--- src/rtl/uart_pkg.sv ---
// Shared types and helpers for the parametrised UART core.
package uart_pkg;

    localparam int unsigned MAX_DATA_BITS = 9;

    localparam logic [1:0] PAR_NONE = 2'd0;
    localparam logic [1:0] PAR_EVEN = 2'd1;
    localparam logic [1:0] PAR_ODD  = 2'd2;

    typedef enum logic [2:0] {
        TX_IDLE,
        TX_START,
        TX_DATA,
        TX_PARITY,
        TX_STOP
    } tx_state_t;

    typedef enum logic [2:0] {
        RX_IDLE,
        RX_START,
        RX_DATA,
        RX_PARITY,
        RX_STOP,
        RX_BREAK
    } rx_state_t;

    // Unused upper bits must be zero; odd parity inverts the XOR reduction.
    function automatic logic parity_bit(input logic [MAX_DATA_BITS-1:0] data,
                                        input logic [1:0] mode);
        return (mode == PAR_ODD) ? ~^data : ^data;
    endfunction

endpackage

--- src/rtl/uart_baud_gen.sv ---
// Divide-by-DIV tick generator; tick_o is high for one clock every DIV clocks.
module uart_baud_gen #(
    parameter int unsigned DIV = 16
) (
    input  logic clk,
    input  logic rst,
    input  logic restart_i,
    output logic tick_o
);

    localparam int unsigned CW = (DIV > 1) ? $clog2(DIV) : 1;
    localparam logic [CW-1:0] LAST = CW'(DIV - 1);

    logic [CW-1:0] cnt_q, cnt_d;
    logic          tick_q;

    // Restart realigns the phase so the first tick lands DIV clocks later.
    always_comb begin
        cnt_d = cnt_q + CW'(1);
        if (restart_i || (cnt_q == LAST)) begin
            cnt_d = '0;
        end
    end

    always_ff @(posedge clk or posedge rst) begin
        if (rst) begin
            cnt_q  <= '0;
            tick_q <= 1'b0;
        end else begin
            cnt_q  <= cnt_d;
            tick_q <= (cnt_d == LAST);
        end
    end

    assign tick_o = tick_q;

endmodule

--- src/rtl/uart_param_core.sv ---
// Full-duplex UART: ready/valid byte interfaces, configurable framing,
// oversampled RX with start validation, parity/framing/overrun reporting.
module uart_param_core
    import uart_pkg::*;
#(
    parameter int unsigned CLK_FREQ   = 100_000_000,
    parameter int unsigned BAUD       = 9600,
    parameter int unsigned DATA_BITS  = 8,
    parameter int unsigned PARITY     = 0,
    parameter int unsigned STOP_BITS  = 1,
    parameter int unsigned OVERSAMPLE = 16
) (
    input  logic                 clk,
    input  logic                 rst,
    input  logic                 tx_valid,
    input  logic [DATA_BITS-1:0] tx_data,
    output logic                 tx_ready,
    output logic                 tx,
    input  logic                 rx,
    output logic                 rx_valid,
    input  logic                 rx_ready,
    output logic [DATA_BITS-1:0] rx_data,
    output logic                 rx_parity_err,
    output logic                 rx_frame_err,
    output logic                 rx_overrun
);

    localparam int unsigned BAUD_DIV = CLK_FREQ / BAUD;
    localparam int unsigned RX_DIV   = CLK_FREQ / (BAUD * OVERSAMPLE);
    localparam logic [1:0]  PAR_MODE = 2'(PARITY);
    localparam bit          HAS_PAR  = (PARITY != 0);
    localparam int unsigned BCW      = 4;
    localparam int unsigned TCW      = $clog2(OVERSAMPLE);
    localparam logic [TCW-1:0] T_LAST = TCW'(OVERSAMPLE - 1);
    localparam logic [TCW-1:0] T_HALF = TCW'(OVERSAMPLE / 2 - 1);

    if (DATA_BITS < 5 || DATA_BITS > 9) begin : g_err_data_bits
        $error("uart_param_core: DATA_BITS must be 5..9");
    end
    if (PARITY > 2) begin : g_err_parity
        $error("uart_param_core: PARITY must be 0, 1 or 2");
    end
    if (STOP_BITS < 1 || STOP_BITS > 2) begin : g_err_stop_bits
        $error("uart_param_core: STOP_BITS must be 1 or 2");
    end
    if (OVERSAMPLE < 8 || (OVERSAMPLE % 2) != 0) begin : g_err_oversample
        $error("uart_param_core: OVERSAMPLE must be even and >= 8");
    end
    if (RX_DIV < 1 || BAUD_DIV < OVERSAMPLE) begin : g_err_divider
        $error("uart_param_core: clock too slow for BAUD*OVERSAMPLE");
    end

    // ---------------------------------------------------------------- TX path
    tx_state_t            tx_state_q, tx_state_d;
    logic [DATA_BITS-1:0] tx_sh_q, tx_sh_d;
    logic                 tx_par_q, tx_par_d;
    logic [BCW-1:0]       tx_cnt_q, tx_cnt_d;
    logic                 tx_q, tx_d;
    logic                 tx_rdy_q, tx_rdy_d;
    logic                 tx_restart_c;
    logic                 tx_tick;

    uart_baud_gen #(.DIV(BAUD_DIV)) u_tx_baud (
        .clk       (clk),
        .rst       (rst),
        .restart_i (tx_restart_c),
        .tick_o    (tx_tick)
    );

    always_comb begin
        tx_state_d   = tx_state_q;
        tx_sh_d      = tx_sh_q;
        tx_par_d     = tx_par_q;
        tx_cnt_d     = tx_cnt_q;
        tx_d         = tx_q;
        tx_rdy_d     = tx_rdy_q;
        tx_restart_c = 1'b0;
        unique case (tx_state_q)
            TX_IDLE: begin
                tx_d = 1'b1;
                if (tx_valid && tx_rdy_q) begin
                    tx_sh_d      = tx_data;
                    tx_par_d     = parity_bit(MAX_DATA_BITS'(tx_data), PAR_MODE);
                    tx_d         = 1'b0;
                    tx_rdy_d     = 1'b0;
                    tx_restart_c = 1'b1;
                    tx_state_d   = TX_START;
                end
            end
            TX_START: begin
                if (tx_tick) begin
                    tx_d       = tx_sh_q[0];
                    tx_cnt_d   = '0;
                    tx_state_d = TX_DATA;
                end
            end
            TX_DATA: begin
                if (tx_tick) begin
                    if (tx_cnt_q == BCW'(DATA_BITS - 1)) begin
                        tx_cnt_d = '0;
                        if (HAS_PAR) begin
                            tx_d       = tx_par_q;
                            tx_state_d = TX_PARITY;
                        end else begin
                            tx_d       = 1'b1;
                            tx_state_d = TX_STOP;
                        end
                    end else begin
                        tx_sh_d  = tx_sh_q >> 1;
                        tx_d     = tx_sh_q[1];
                        tx_cnt_d = tx_cnt_q + BCW'(1);
                    end
                end
            end
            TX_PARITY: begin
                if (tx_tick) begin
                    tx_d       = 1'b1;
                    tx_cnt_d   = '0;
                    tx_state_d = TX_STOP;
                end
            end
            TX_STOP: begin
                if (tx_tick) begin
                    if (tx_cnt_q == BCW'(STOP_BITS - 1)) begin
                        tx_rdy_d   = 1'b1;
                        tx_state_d = TX_IDLE;
                    end else begin
                        tx_cnt_d = tx_cnt_q + BCW'(1);
                    end
                end
            end
            default: begin
                tx_d       = 1'b1;
                tx_rdy_d   = 1'b1;
                tx_state_d = TX_IDLE;
            end
        endcase
    end

    always_ff @(posedge clk or posedge rst) begin
        if (rst) begin
            tx_state_q <= TX_IDLE;
            tx_sh_q    <= '0;
            tx_par_q   <= 1'b0;
            tx_cnt_q   <= '0;
            tx_q       <= 1'b1;
            tx_rdy_q   <= 1'b1;
        end else begin
            tx_state_q <= tx_state_d;
            tx_sh_q    <= tx_sh_d;
            tx_par_q   <= tx_par_d;
            tx_cnt_q   <= tx_cnt_d;
            tx_q       <= tx_d;
            tx_rdy_q   <= tx_rdy_d;
        end
    end

    assign tx       = tx_q;
    assign tx_ready = tx_rdy_q;

    // ---------------------------------------------------------------- RX path
    rx_state_t            rx_state_q, rx_state_d;
    logic                 rx_meta_q, rx_s_q;
    logic [TCW-1:0]       rx_tcnt_q, rx_tcnt_d;
    logic [BCW-1:0]       rx_bcnt_q, rx_bcnt_d;
    logic [DATA_BITS-1:0] rx_sh_q, rx_sh_d;
    logic                 rx_pacc_q, rx_pacc_d;
    logic [DATA_BITS-1:0] rx_data_q, rx_data_d;
    logic                 rx_perr_q, rx_perr_d;
    logic                 rx_ferr_q, rx_ferr_d;
    logic                 rx_valid_q, rx_valid_d;
    logic                 rx_ovr_q, rx_ovr_d;
    logic                 rx_tick;
    logic                 rx_samp_c;
    logic                 rx_done_c;
    logic                 rx_hs_c;

    uart_baud_gen #(.DIV(RX_DIV)) u_rx_baud (
        .clk       (clk),
        .rst       (rst),
        .restart_i (1'b0),
        .tick_o    (rx_tick)
    );

    always_comb begin
        rx_state_d = rx_state_q;
        rx_tcnt_d  = rx_tcnt_q;
        rx_bcnt_d  = rx_bcnt_q;
        rx_sh_d    = rx_sh_q;
        rx_pacc_d  = rx_pacc_q;
        rx_done_c  = 1'b0;
        rx_samp_c  = rx_tick && (rx_tcnt_q == T_LAST);
        if (rx_tick) begin
            rx_tcnt_d = rx_samp_c ? '0 : rx_tcnt_q + TCW'(1);
        end
        unique case (rx_state_q)
            RX_IDLE: begin
                rx_tcnt_d = '0;
                if (rx_tick && !rx_s_q) begin
                    rx_state_d = RX_START;
                end
            end
            RX_START: begin
                if (rx_tick && (rx_tcnt_q == T_HALF)) begin
                    rx_tcnt_d  = '0;
                    rx_bcnt_d  = '0;
                    rx_pacc_d  = 1'b0;
                    rx_state_d = rx_s_q ? RX_IDLE : RX_DATA;
                end
            end
            RX_DATA: begin
                if (rx_samp_c) begin
                    rx_sh_d = {rx_s_q, rx_sh_q[DATA_BITS-1:1]};
                    if (rx_bcnt_q == BCW'(DATA_BITS - 1)) begin
                        rx_state_d = HAS_PAR ? RX_PARITY : RX_STOP;
                    end else begin
                        rx_bcnt_d = rx_bcnt_q + BCW'(1);
                    end
                end
            end
            RX_PARITY: begin
                if (rx_samp_c) begin
                    rx_pacc_d  = rx_s_q ^ parity_bit(MAX_DATA_BITS'(rx_sh_q), PAR_MODE);
                    rx_state_d = RX_STOP;
                end
            end
            RX_STOP: begin
                if (rx_samp_c) begin
                    rx_done_c  = 1'b1;
                    rx_state_d = rx_s_q ? RX_IDLE : RX_BREAK;
                end
            end
            RX_BREAK: begin
                rx_tcnt_d = '0;
                if (rx_s_q) begin
                    rx_state_d = RX_IDLE;
                end
            end
            default: begin
                rx_tcnt_d  = '0;
                rx_state_d = RX_IDLE;
            end
        endcase
    end

    // A completion coinciding with a handshake replaces the word rather than overrunning.
    always_comb begin
        rx_data_d  = rx_data_q;
        rx_perr_d  = rx_perr_q;
        rx_ferr_d  = rx_ferr_q;
        rx_valid_d = rx_valid_q;
        rx_ovr_d   = rx_ovr_q;
        rx_hs_c    = rx_valid_q && rx_ready;
        if (rx_hs_c) begin
            rx_valid_d = 1'b0;
            rx_ovr_d   = 1'b0;
        end
        if (rx_done_c) begin
            if (!rx_valid_q || rx_hs_c) begin
                rx_data_d  = rx_sh_q;
                rx_perr_d  = rx_pacc_q;
                rx_ferr_d  = !rx_s_q;
                rx_valid_d = 1'b1;
            end else begin
                rx_ovr_d = 1'b1;
            end
        end
    end

    always_ff @(posedge clk or posedge rst) begin
        if (rst) begin
            rx_meta_q  <= 1'b1;
            rx_s_q     <= 1'b1;
            rx_state_q <= RX_IDLE;
            rx_tcnt_q  <= '0;
            rx_bcnt_q  <= '0;
            rx_sh_q    <= '0;
            rx_pacc_q  <= 1'b0;
            rx_data_q  <= '0;
            rx_perr_q  <= 1'b0;
            rx_ferr_q  <= 1'b0;
            rx_valid_q <= 1'b0;
            rx_ovr_q   <= 1'b0;
        end else begin
            rx_meta_q  <= rx;
            rx_s_q     <= rx_meta_q;
            rx_state_q <= rx_state_d;
            rx_tcnt_q  <= rx_tcnt_d;
            rx_bcnt_q  <= rx_bcnt_d;
            rx_sh_q    <= rx_sh_d;
            rx_pacc_q  <= rx_pacc_d;
            rx_data_q  <= rx_data_d;
            rx_perr_q  <= rx_perr_d;
            rx_ferr_q  <= rx_ferr_d;
            rx_valid_q <= rx_valid_d;
            rx_ovr_q   <= rx_ovr_d;
        end
    end

    assign rx_valid      = rx_valid_q;
    assign rx_data       = rx_data_q;
    assign rx_parity_err = rx_perr_q;
    assign rx_frame_err  = rx_ferr_q;
    assign rx_overrun    = rx_ovr_q;

endmodule
--- config.mk ---
export PLATFORM = sky130hd
export DESIGN_NAME = uart_param_core
export DESIGN_NICKNAME = d
export VERILOG_FILES = /design/src/rtl/uart_pkg.sv /design/src/rtl/uart_baud_gen.sv /design/src/rtl/uart_param_core.sv
export SDC_FILE = /design/constraint.sdc
export NUM_CORES = 1
export LEC_CHECK = 0
export BUFFER_PORTS_ARGS = -buffer_cell sky130_fd_sc_hd__buf_2
export CORE_MARGIN = 5
export CORE_UTILIZATION = 58
export DETAILED_ROUTE_END_ITERATION = 6
export PLACE_DENSITY = 0.81
export REMOVE_ABC_BUFFERS = 1
export SYNTH_ARGS = -nofsm -noshare
export SYNTH_HDL_FRONTEND = slang
export SYNTH_SLANG_ARGS = --single-unit
export TNS_END_PERCENT = 50
--- constraint.sdc ---
create_clock -name clk -period 3.3 [get_ports clk]
set_clock_uncertainty 0.15 [all_clocks]
set_input_delay 0.495 -clock clk [delete_from_list [all_inputs] [get_ports clk]]
set_output_delay 0.495 -clock clk [all_outputs]
set_load 0.02 [all_outputs]
[Word-level counts from Yosys, hierarchy flattened]
Index checks and enable logic that the tools add are counted.
Storage, ports and cells
  flip-flop bits (word level): 77
  latch bits: 0
  RAM bits: 0
  memory bits (read-only): 0
  output and inout port bits: 14
  memories: 0
Operators by class
  $add $sub $neg: 5
  multiply operators: 0
  divide/modulo/power cells: 0
  $lt $le $gt $ge: 0
  equal/unequal tests: 35
  shifts and indexed selects: 0
  multiplexer cells: 61
  bitwise operators: 3
  reductions and logical operators: 30
Operator list (count)
  $mux 3: 15
  $mux 4: 11
  $eq 14x14->1 const B: 2
  $ne 2x2->1 const B: 13
  $mux 8: 3
  $eq 10x10->1 const B: 2
  $mux 1: 20
  $pmux 3 s6: 1
  $pmux 4 s2: 2
  $pmux 8 s2: 1
  $reduce_and 4->1: 4
  $pmux 3 s5: 1
  $add 14x1->14 const B: 1
  $mux 14: 1
  $reduce_and 7->1: 2
  $add 4x1->4 const B: 3
  $eq 3x2->1 const B: 4
  $eq 4x3->1 const B: 3
  $pmux 4 s3: 1
  $add 10x1->10 const B: 1
  $mux 10: 1
  $ne 2x1->1 const B: 5
  $eq 3x3->1 const B: 3
  $reduce_xor 9->1: 1
  other kinds (20): 33

[Logic depth before layout (Yosys ltp)]
  word-level depth: 6
  gate-level depth with buffers: 8

[By module]
A second synthesis with hierarchy kept.
Unflattened totals
  cells, all modules: 405
  area, all modules: 4190.3 µm²
By module, submodules not included
  uart_param_core: instances 1, cells an instance 248, area an instance 2656.3 µm², sequential area each 1281.2 µm²
  uart_baud_gen at u_tx_baud: instances 1, cells an instance 88, area an instance 858.3 µm², sequential area each 375.4 µm²
  uart_baud_gen at u_rx_baud: instances 1, cells an instance 69, area an instance 675.6 µm², sequential area each 275.3 µm²

[Worst setup path before layout]
No wires, ideal clock.
  kind: register to register
  start: register u_rx_baud.cnt_q[0]
  end: register u_rx_baud.tick_q (netlist: u_rx_baud.tick_o)
  setup time: 68 ps
  arrival time: 1552 ps
  required time: 3082 ps
  slack: 1530 ps
  cell stages (with the launch flop): 9
  path buffers: 1
  period minus slack after synthesis: 1770 ps
  cells stage by stage: dfrtp_1 inv_1 ha_1 and4bb_1 and3_1 buf_6 nor3_2 and4bb_1 and4b_1
Between the ends
  longest elaborated chain between the ends: 3
Ends and longest elaborated chain
  start, declared: line uart_baud_gen.sv:14  | logic [CW-1:0] cnt_q, cnt_d;
  start signal, assigned: line uart_baud_gen.sv:30  | cnt_q <= cnt_d;
  $add 10x1->10 or $eq 10x10->1 (tied branches): line uart_baud_gen.sv:19, uart_baud_gen.sv:20
  $mux 10 *: line uart_baud_gen.sv:20  | if (restart_i || (cnt_q == LAST)) begin
  $eq 10x10->1 *: line uart_baud_gen.sv:31  | tick_q <= (cnt_d == LAST);
  end signal, assigned: line uart_baud_gen.sv:31
  end, declared: line uart_baud_gen.sv:15  | logic tick_q;
Mark *: on every way between the ends. The rest lies on a longest branch, timed or not.
A chain may end at the register's enable or synchronous reset.

[Worst setup path after layout]
  start: register rx_tcnt_q[0]
  end: register rx_data_q[5] (netlist: rx_data[5])
Between the ends
  longest elaborated chain between the ends: 5
Ends and longest elaborated chain
  start, declared: line uart_param_core.sv:164  | logic [TCW-1:0] rx_tcnt_q, rx_tcnt_d;
  start signal, assigned: line uart_param_core.sv:288  | rx_tcnt_q <= rx_tcnt_d;
  $eq 4x4->1: line uart_param_core.sv:192  | rx_samp_c = rx_tick && (rx_tcnt_q == T_LAST);
  $logic_and 1x1->1: line uart_param_core.sv:192
  $mux 1: line uart_param_core.sv:228  | if (rx_samp_c) begin
  $mux 1: line uart_param_core.sv:196  | unique case (rx_state_q)
  $reduce_and 2->1 (no source line)
  end signal, assigned: line uart_param_core.sv:292  | rx_data_q <= rx_data_d;
  end, declared: line uart_param_core.sv:168  | logic [DATA_BITS-1:0] rx_data_q, rx_data_d;
No other way between the ends.

==> flow_metrics.tcl <==
set metrics [dict create \
    outcome "finished clean" \
    crit_required_ns 3.38 \
    portBuffers 26 \
    p_leak_nw 1.979 \
    cts_resized 0 \
    fin_hold_ws_ns 0.05654 \
    ios 27 \
    yosysSeqAreaShare 0.5028 \
    startpoint_type "flop" \
    diodes 0 \
    yosysUniqueCellTypes 57 \
    grt_max_degree 52 \
    hpwl_um 4695 \
    regArea_mm2 0.001932 \
    htree_levels 3 \
    num_rows 29 \
    drt_iter0_markers 173 \
    crit_chain "ha_1, nand2_1, nor2_4, nand3_1, mux2_1" \
    antenna_found_initial 0 \
    setup_violations 0 \
    core_mm2 0.006386 \
    cap_viol_max_count 0 \
    max_freq_ghz 0.4697 \
    worstPathArrival_ns 2.21 \
    hp-class "input port to asynchronous set/reset pin" \
    die_x_um 91.40 \
    vias 2735 \
    p_per_area_mw_per_mm2 417.3 \
    yosys_register_bits 77 \
    gr-total-overflow 0 \
    path_class "flop to flop" \
    yosys.area.top_type "dfrtp_1" \
    cp_slowest_cell "mux2_1" \
    postCtsSetupBuffers 0 \
    syn-cell-area_mm2 0.003842 \
    worst-path-max-fanout 11 \
    die_y_um 91.40 \
    cts_tree "built" \
    drc 0 \
    drtPass1Iterations 4 \
    fill_cells 491 \
    grtUsageTotal 0.1770 \
    root_buffer "clkbuf_8" \
    routed_wl_um 6803 \
    holdBufCountCts 0 \
    grt_pass1_vias 2731 \
    clk_pin_slew_worst_paths_ns 0.09 \
    placed_cells 464 \
    endpoint_kind "flop" \
    synth_most_common_cell "dfrtp_1" \
    r2r-end "rx_data[5]$_DFFE_PP0P_" \
    utilization 0.6648 \
    multiInputGateArea_mm2 0.001789 \
    synth_top_area_frac 0.4754 \
    max-slew-margin-rel 0.6066 \
    dieArea_mm2 0.008353 \
    drive_gt1_frac 0.1737 \
    wl_per_cell_um 14.17 \
    synthCells 371 \
    hold_viol_final 0 \
    endpoint "rx_data[5]$_DFFE_PP0P_" \
    cts_buffers 9 \
    drv_slew 0 \
    vias_per_cell 5.698 \
    ff2ff_setup_slack_ns 1.17 \
    r2r_start "rx_tcnt_q[0]$_DFF_PP0_" \
    grt_pass1_wl_um 12350 \
    slowest_delay_ns 0.46 \
    nets 418 \
    worstSkewPairLatency_ns 0.35 \
    crit_start "rx_tcnt_q[0]$_DFF_PP0_" \
    totalNegativeSetupSlack_ns 0 \
    stdcell_count 480 \
    synth_area_leaders "dfrtp_1 (48%), nor2_1 (4.7%), xnor2_1 (4.6%)" \
    place.gp.congestion 0.8561 \
    syn_to_final_growth_pct 10.49 \
    reg2reg_depth 5 \
    finalCriticalPeriod_ns 2.129 \
    clockBufferDepth 2 \
    synth.avg_cell_area_um2 10.36 \
    ant_nets 0 \
    cts_sinks 77 \
    rsz0062_at_grt "false" \
    peakVddDrop_mv 0.2275 \
    yosys_warnings 0 \
    synth.top_cells.by_count "dfrtp_1 (73), nor2_1 (48), nand2_1 (23)" \
    synthArstFlopShare 1.000 \
    worst_slew_pin_slew_ns 0.5893 \
    start_util 0.6017 \
    fin_crit_sh 0.6452 \
    ys.flop_type "dfrtp_1" \
    finalPower_mw 1.771 \
    synth_edf_count 0 \
]
report_power, final:
group | switching [mW] | internal, mW
combinational | 0.0239 | 0.0113
sequential | 0.00179 | 0.946
clock | 0.359 | 0.430
routing by layer:
layer	routed length, um	vias to the layer above	global-route usage
li1	-	1352	-
met1	3089	1324	0.2385
met2	3386	51	0.2864
met3	248	8	0.02975
met4	79	0	0.06724
met5	0	-	0
layout make-up:
type / instances / share of cell area
clock inverters: 7 / 0.02299
well taps: 77 / 0.02269
clock buffers: 9 / 0.02918
flip-flops and latches: 77 / 0.4551
repair buffers: 27 / 0.03537
multi-input cells: 268 / 0.4215
inverters: 15 / 0.01326
how the worst min path moves through the flow:
stage | startpoint | endpoint | slack, ns
after floorplan | rx_meta_q$_DFF_PP1_ | rx_s_q$_DFF_PP1_ | 0.20
after global placement | rx_meta_q$_DFF_PP1_ | rx_s_q$_DFF_PP1_ | 0.20
after detailed placement | rx_meta_q$_DFF_PP1_ | rx_s_q$_DFF_PP1_ | 0.20
after CTS | rst | u_tx_baud.cnt_q[3]$_DFF_PP0_ | 0.08
after global routing | rx | rx_meta_q$_DFF_PP1_ | 0.08
final | rst | u_tx_baud.cnt_q[3]$_DFF_PP0_ | 0.06
flip-flops by register name (all words and copies together) (netlist names), 3 cells and up:
| signal | flops |
|---|---|
| tx_sh_q | 8 |
| rx_data | 8 |
| rx_tcnt_q | 4 |
| tx_cnt_q | 4 |
| rx_state_q | 3 |
| u_tx_baud.cnt_q | 14 |
| u_rx_baud.cnt_q | 10 |
| rx_bcnt_q | 4 |
| tx_state_q | 3 |
| rx_sh_q | 8 |
cells in the final DEF (no fill, tap or decap), drive strengths merged, types with 4 or more instances in the layout:
master / n
mux2i: 10
xor2: 10
mux2: 18
xnor2: 20
nand3: 18
buf: 27
nand2b: 7
nor3b: 4
dfstp: 4
dfrtp: 73
ha: 7
nand4: 5
nor2: 52
o22ai: 4
a21o: 4
inv: 17
o21ai: 10
nand3b: 5
nor3: 9
nor2b: 5
clkbuf: 9
and3: 4
nand2: 23
a21oi: 21
worst max-delay path, delay by kind of cell (launching register included):
| kind | cells | cell delay (ns) |
|---|---|---|
| fa+ha+maj | 1 | 0.23 |
| simple gates | 3 | 0.76 |
| mux | 1 | 0.46 |
| flops | 1 | 0.42 |
per-stage QoR:
stage / cell area (um2) / setup WS (ns)
floorplan: 3777 / 0.6949
global placement: 4024 / 1.258
detailed placement: 4024 / 1.190
CTS: 4245 / 1.166
global route: 4245 / 0.9849
finish: 4245 / 1.171
cells by family after synthesis:
logic type,Yosys count,share of synthesized area
buf+inv,26,0.03158
flops,77,0.5028
compound gates,56,0.09346
fa+ha+maj,7,0.02279
xor+xnor,30,0.06838
simple gates,147,0.2022
mux,28,0.07880
Note: power is estimated with default switching activity, not from simulation.
